===== src/rtl/uart_in_pkg.sv =====
// Shared constants and types for the simulation UART input responder.
package uart_in_pkg;

    localparam logic [7:0]  UART_IDLE_CH = 8'hFF;
    localparam int unsigned UART_CNT_W   = 32;

    typedef enum logic [0:0] {
        StReady,
        StGap
    } uart_in_state_e;

endpackage


===== src/rtl/uart_in_fifo.sv =====
// Character FIFO: circular buffer with wrapping pointers and a separate occupancy counter.
module uart_in_fifo #(
    parameter int unsigned DEPTH = 16
) (
    input  logic                     clock,
    input  logic                     reset,
    input  logic                     push_valid,
    input  logic [7:0]               push_ch,
    output logic                     push_ready,
    input  logic                     pop,
    output logic [7:0]               head,
    output logic [$clog2(DEPTH):0]   level
);

    localparam int unsigned PtrW = $clog2(DEPTH);
    localparam int unsigned LvlW = PtrW + 1;

    logic [7:0]      mem [DEPTH];
    logic [PtrW-1:0] wr_ptr_q, wr_ptr_d;
    logic [PtrW-1:0] rd_ptr_q, rd_ptr_d;
    logic [LvlW-1:0] level_q, level_d;
    logic            push;

    // Full is judged on the registered level only, so a same-cycle pop never frees a slot.
    assign push_ready = (level_q != LvlW'(DEPTH));
    assign push       = push_valid && push_ready;
    assign head       = mem[rd_ptr_q];
    assign level      = level_q;

    always_comb begin
        wr_ptr_d = wr_ptr_q;
        rd_ptr_d = rd_ptr_q;
        level_d  = level_q;
        if (push) begin
            wr_ptr_d = wr_ptr_q + PtrW'(1);
        end
        if (pop) begin
            rd_ptr_d = rd_ptr_q + PtrW'(1);
        end
        case ({push, pop})
            2'b10:   level_d = level_q + LvlW'(1);
            2'b01:   level_d = level_q - LvlW'(1);
            default: level_d = level_q;
        endcase
    end

    always_ff @(posedge clock) begin
        if (!reset) begin
            wr_ptr_q <= '0;
            rd_ptr_q <= '0;
            level_q  <= '0;
        end else begin
            wr_ptr_q <= wr_ptr_d;
            rd_ptr_q <= rd_ptr_d;
            level_q  <= level_d;
        end
    end

    always_ff @(posedge clock) begin
        if (push) begin
            mem[wr_ptr_q] <= push_ch;
        end
    end

endmodule


===== src/rtl/uart_in_responder.sv =====
// Serves UART read strobes from a host-fed FIFO, with an optional idle gap after each character.
module uart_in_responder
    import uart_in_pkg::*;
#(
    parameter int unsigned DEPTH = 16,
    parameter int unsigned GAP   = 0
) (
    input  logic                    clock,
    input  logic                    reset,
    input  logic                    push_valid,
    input  logic [7:0]              push_ch,
    output logic                    push_ready,
    input  logic                    uart_in_valid,
    output logic [7:0]              uart_in_ch,
    output logic [$clog2(DEPTH):0]  level,
    output logic [UART_CNT_W-1:0]   delivered_cnt,
    output logic [UART_CNT_W-1:0]   empty_reads
);

    localparam int unsigned GapW = (GAP > 1) ? $clog2(GAP) : 1;

    uart_in_state_e        state_q, state_d;
    logic [GapW-1:0]       gap_cnt_q, gap_cnt_d;
    logic [UART_CNT_W-1:0] delivered_cnt_q, delivered_cnt_d;
    logic [UART_CNT_W-1:0] empty_reads_q, empty_reads_d;
    logic [7:0]            head;
    logic                  deliverable;
    logic                  pop;

    uart_in_fifo #(
        .DEPTH (DEPTH)
    ) u_fifo (
        .clock      (clock),
        .reset      (reset),
        .push_valid (push_valid),
        .push_ch    (push_ch),
        .push_ready (push_ready),
        .pop        (pop),
        .head       (head),
        .level      (level)
    );

    // A push this cycle is not visible here: head/level are registered, so no bypass.
    assign deliverable   = (state_q == StReady) && (level != '0);
    assign pop           = uart_in_valid && deliverable;
    assign uart_in_ch    = deliverable ? head : UART_IDLE_CH;
    assign delivered_cnt = delivered_cnt_q;
    assign empty_reads   = empty_reads_q;

    always_comb begin
        state_d   = state_q;
        gap_cnt_d = gap_cnt_q;
        unique case (state_q)
            StReady: begin
                if (pop && (GAP > 0)) begin
                    state_d   = StGap;
                    gap_cnt_d = GapW'(GAP - 1);
                end
            end
            StGap: begin
                if (gap_cnt_q == '0) begin
                    state_d = StReady;
                end else begin
                    gap_cnt_d = gap_cnt_q - GapW'(1);
                end
            end
            default: state_d = StReady;
        endcase
    end

    always_comb begin
        delivered_cnt_d = delivered_cnt_q;
        empty_reads_d   = empty_reads_q;
        if (pop && (delivered_cnt_q != '1)) begin
            delivered_cnt_d = delivered_cnt_q + UART_CNT_W'(1);
        end
        if (uart_in_valid && !deliverable && (empty_reads_q != '1)) begin
            empty_reads_d = empty_reads_q + UART_CNT_W'(1);
        end
    end

    always_ff @(posedge clock) begin
        if (!reset) begin
            state_q         <= StReady;
            gap_cnt_q       <= '0;
            delivered_cnt_q <= '0;
            empty_reads_q   <= '0;
        end else begin
            state_q         <= state_d;
            gap_cnt_q       <= gap_cnt_d;
            delivered_cnt_q <= delivered_cnt_d;
            empty_reads_q   <= empty_reads_d;
        end
    end

endmodule

===== config.mk =====
export PLATFORM = sky130hd
export DESIGN_NAME = uart_in_responder
export DESIGN_NICKNAME = d
export VERILOG_FILES = /design/src/rtl/uart_in_pkg.sv /design/src/rtl/uart_in_fifo.sv /design/src/rtl/uart_in_responder.sv
export SDC_FILE = /design/constraint.sdc
export NUM_CORES = 1
export LEC_CHECK = 0
export ABC_AREA = 1
export CORE_ASPECT_RATIO = 0.5
export CORE_MARGIN = 3
export CORE_UTILIZATION = 40
export DETAILED_ROUTE_END_ITERATION = 12
export DONT_BUFFER_PORTS = 1
export PLACE_DENSITY = 0.55
export SYNTH_ARGS = -nofsm -noshare
export SYNTH_HDL_FRONTEND = slang
export SYNTH_SLANG_ARGS = --single-unit

===== constraint.sdc =====
create_clock -name clock -period 2.6 [get_ports clock]
set_clock_uncertainty 0.05 [all_clocks]
set_input_delay 0.39 -clock clock [delete_from_list [all_inputs] [get_ports clock]]
set_output_delay 0.39 -clock clock [all_outputs]
set_load 0.1 [all_outputs]

==> results.yml <==
detailed_routing:
  ant_nets: 0
  drc: 0
  drt-wirelength-per-cell_um: 16.5
  routed_wirelength_um: 26700
  drt-initial-drc-count: 711
  drt_pass1_iterations: 5
  avgViaCountPerCell: 5.16
  vias: 8336
floorplanning:
  fp.dieW_um: 229
  rows: 40
  io_pins: 90
  die_y_um: 117
  initial_utilization: 0.410
  dieArea_um2: 26800
  core_area_um2: 24200
cells_and_area:
  syn2layout_area_growth_pct: 20.6
  layout-drive-gt1-share: 0.150
  postLayoutCoreUtil: 0.495
  diodes: 0
  nets: 1288
  fill_cells: 2333
  final_cells: 1616
critical_path:
  critPathLaunchType: "flip-flop"
  path_cells: "inv_2 > buf_4 > o21ai_0 > o211ai_1 > nand3_1 > nand3_1 > buf_12"
  worstPathMaxFanout: 18
  end_kind: "output pin"
  crit_required_ns: 2.16
  crit_top_cell: "nand3_1"
  crit_type: "reg2out"
  rr_worst_depth: 12
  cp_slowest_cell: "dfxtp_4"
  worstPathArrival_ns: 2.08
  critical-path-max-stage-delay_ns: 0.42
yosys:
  synth_top_area_share: 0.388
  yosysTopAreaCell: "edfxtp_1"
  synth_fa_ha_area_frac: 0.0139
  syn_area_per_cell_um2: 8.51
  yosysWarnings: 0
  yosys.area_share.simple: 0.286
  synth-xor-area-share: 0.00530
  netlist_instances: 1165
  synth_area_leaders: "edfxtp_1, dfxtp_1, nor2_1"
  synth_fp_nets: 1188
  synthMuxAreaShare: 0
  ys.flop_type: "edfxtp_1"
  ys_seq_area_frac: 0.551
  synth_edf_count: 128
  synthDistinctLibCells: 39
  synth_compound_area_frac: 0.0946
  synth_top_family_by_area: "simple AND/OR/NAND/NOR gates"
  async_reset_ff_frac: 0
  ys_ff_latch: 209
  synthesis.area_um2: 9920
global_routing:
  grt_max_degree: 66
  grt_usage: 0.193
  antenna_found_initial: 0
  grt.overflow.total: 0
  grt_pass1_wl_um: 42000
  grt_pass1_vias: 7686
sta:
  tns_ns: 0
  whs_ns: 0.138
  tightest_slew_ns: 0.814
  fin_crit_ns: 2.52
  max_freq_mhz: 397
  setup_violations: 0
  setup_ws_ns: 0.0806
  slew_headroom: 0.456
  hold_viol_final: 0
  timing_max_transition_violations_final: 0
  period_share: 0.969
placed_design:
  dp_hpwl_um: 17600
  routabilityCongestion: 0.882
  post-place-cells: 1564
  portBuffers: 0
  pre_cts_slack_ns: 0.347
cts:
  clockRootBuffer: "clkbuf_16"
  cts.sink_count: 209
  cts-htree-levels: 1
  cts_tree: "done"
  cts_buffers: 21
  insertion_delay_ns: 0.51
  clockBufferDepth: 3
  cts.clk_slew.worst_paths_ns: 0.07
min_path:
  hold-path-cell-count: 2
  hold_path_class: "in2reg"
flow_run:
  maxCapViolCount: 0
pwr:
  cellLeakagePower_uw: 0.00438
  pwr_density_cell_nw_per_um2: 904
  peakVddDrop_mv: 0.418
outcome:
  status: "complete, no violations"
[timing repair]
item                                   4_1_cts  5_1_grt
resized for setup                            2        2
gates cloned                                 0        2
buffers inserted                             3        0
hold buffers                                 9        0
setup endpoints to repair                    8        6
endpoints found under the hold margin      197        0
[layer usage]
layer / wire length (um) / part of all wire / GRT usage / vias to the layer above
met4: 412 / 0.015 / 0.0390 / 0
met2: 12400 / 0.46 / 0.315 / 204
met1: 12300 / 0.46 / 0.265 / 3977
met3: 1580 / 0.059 / 0.0425 / 30
li1: - / - / - / 4125
met5: 0 / 0 / 0 / -
[where the power goes]
part / switching, uW / total [uW] / internal [uW]
Sequential: 136 / 3830 / 3690
Combinational: 2720 / 3900 / 1180
Clock: 1300 / 3080 / 1780
Total: 4160 / 10800 / 6650
[cell usage after synthesis (3+ instances only)]
| cell type | instances |
|---|---|
| nand2_1 | 209 |
| nand4_1 | 16 |
| a21oi_1 | 48 |
| nand3_2 | 3 |
| o211ai_1 | 32 |
| a31oi_1 | 7 |
| o21ai_0 | 71 |
| nand2_4 | 3 |
| buf_2 | 8 |
| buf_1 | 3 |
| nor2_1 | 288 |
| nand2_2 | 7 |
| dfxtp_1 | 81 |
| inv_2 | 3 |
| o21ai_1 | 4 |
| nand3b_1 | 4 |
| clkbuf_1 | 26 |
| inv_1 | 68 |
| nor2_4 | 4 |
| nand3_1 | 98 |
| buf_6 | 5 |
| nor3_1 | 3 |
| nor2_2 | 13 |
| ha_1 | 11 |
| edfxtp_1 | 128 |
| xor2_1 | 4 |
[logic make-up after synthesis]
| group | count (synthesis) |
|---|---|
| compound gates | 167 |
| fa+ha+maj | 11 |
| simple gates | 657 |
| xor+xnor | 6 |
| flops | 209 |
| buf+inv | 115 |
[metrics by stage]
stage	power [uW]	cell area (um^2)
final	10800	12000
after global routing	11300	12000
after CTS	10800	11900
after detailed placement	7630	11100
after global placement	7590	11100
after floorplan	6480	9950
[cells in the final DEF, fill, tap and decap left out, types with 4 or more instances in the layout]
cell	count
o21ai_0	71
nand3_1	97
nor2_4	5
clkbuf_1	6
dfxtp_1	74
ha_1	11
dfxtp_4	7
nand2_1	209
nand4_1	16
clkbuf_16	23
xor2_1	4
dlygate4sd3_1	8
nor2_2	12
edfxtp_1	128
nand2_2	7
o21ai_1	4
buf_12	10
inv_1	68
buf_4	98
nor2_1	288
o211ai_1	32
a31oi_1	7
nand3b_1	4
a21oi_1	48
[critical path: cells and delay by family (launching register included)]
family	cells	cell delay (ns)
buf+inv	3	0.50
simple gates	2	0.22
compound gates	2	0.43
flops	1	0.42
[final cells by class]
class / count / area (um^2) / share of cell area
Clock buffer: 30 / 589 / 0.0493
Inverter: 71 / 267 / 0.0223
Clock inverter: 8 / 95.1 / 0.00795
Timing Repair Buffer: 121 / 1120 / 0.0933
Sequential cell: 209 / 5490 / 0.459
Multi-Input combinational cell: 841 / 3980 / 0.333
Tap cell: 336 / 420 / 0.0351
[sequential cells by signal (all words and copies together), names as in the netlist, named ones only]
name	flops
u_fifo.mem	128
delivered_cnt	32
empty_reads	32
u_fifo.level	5
u_fifo.rd_ptr_q	4
u_fifo.wr_ptr_q	4
[worst paths after layout]
path	from	endpoint	slack, ns
setup / recovery	flip-flop	uart_in_ch[0]	0.08
hold / removal	push_valid	u_fifo.wr_ptr_q[0]	0.14
setup reg to reg	u_fifo.level[1]	u_fifo.level[4]	0.35
hold reg to reg	u_fifo.rd_ptr_q[2]	flip-flop	0.46
Power figures use the tool's default switching activity.
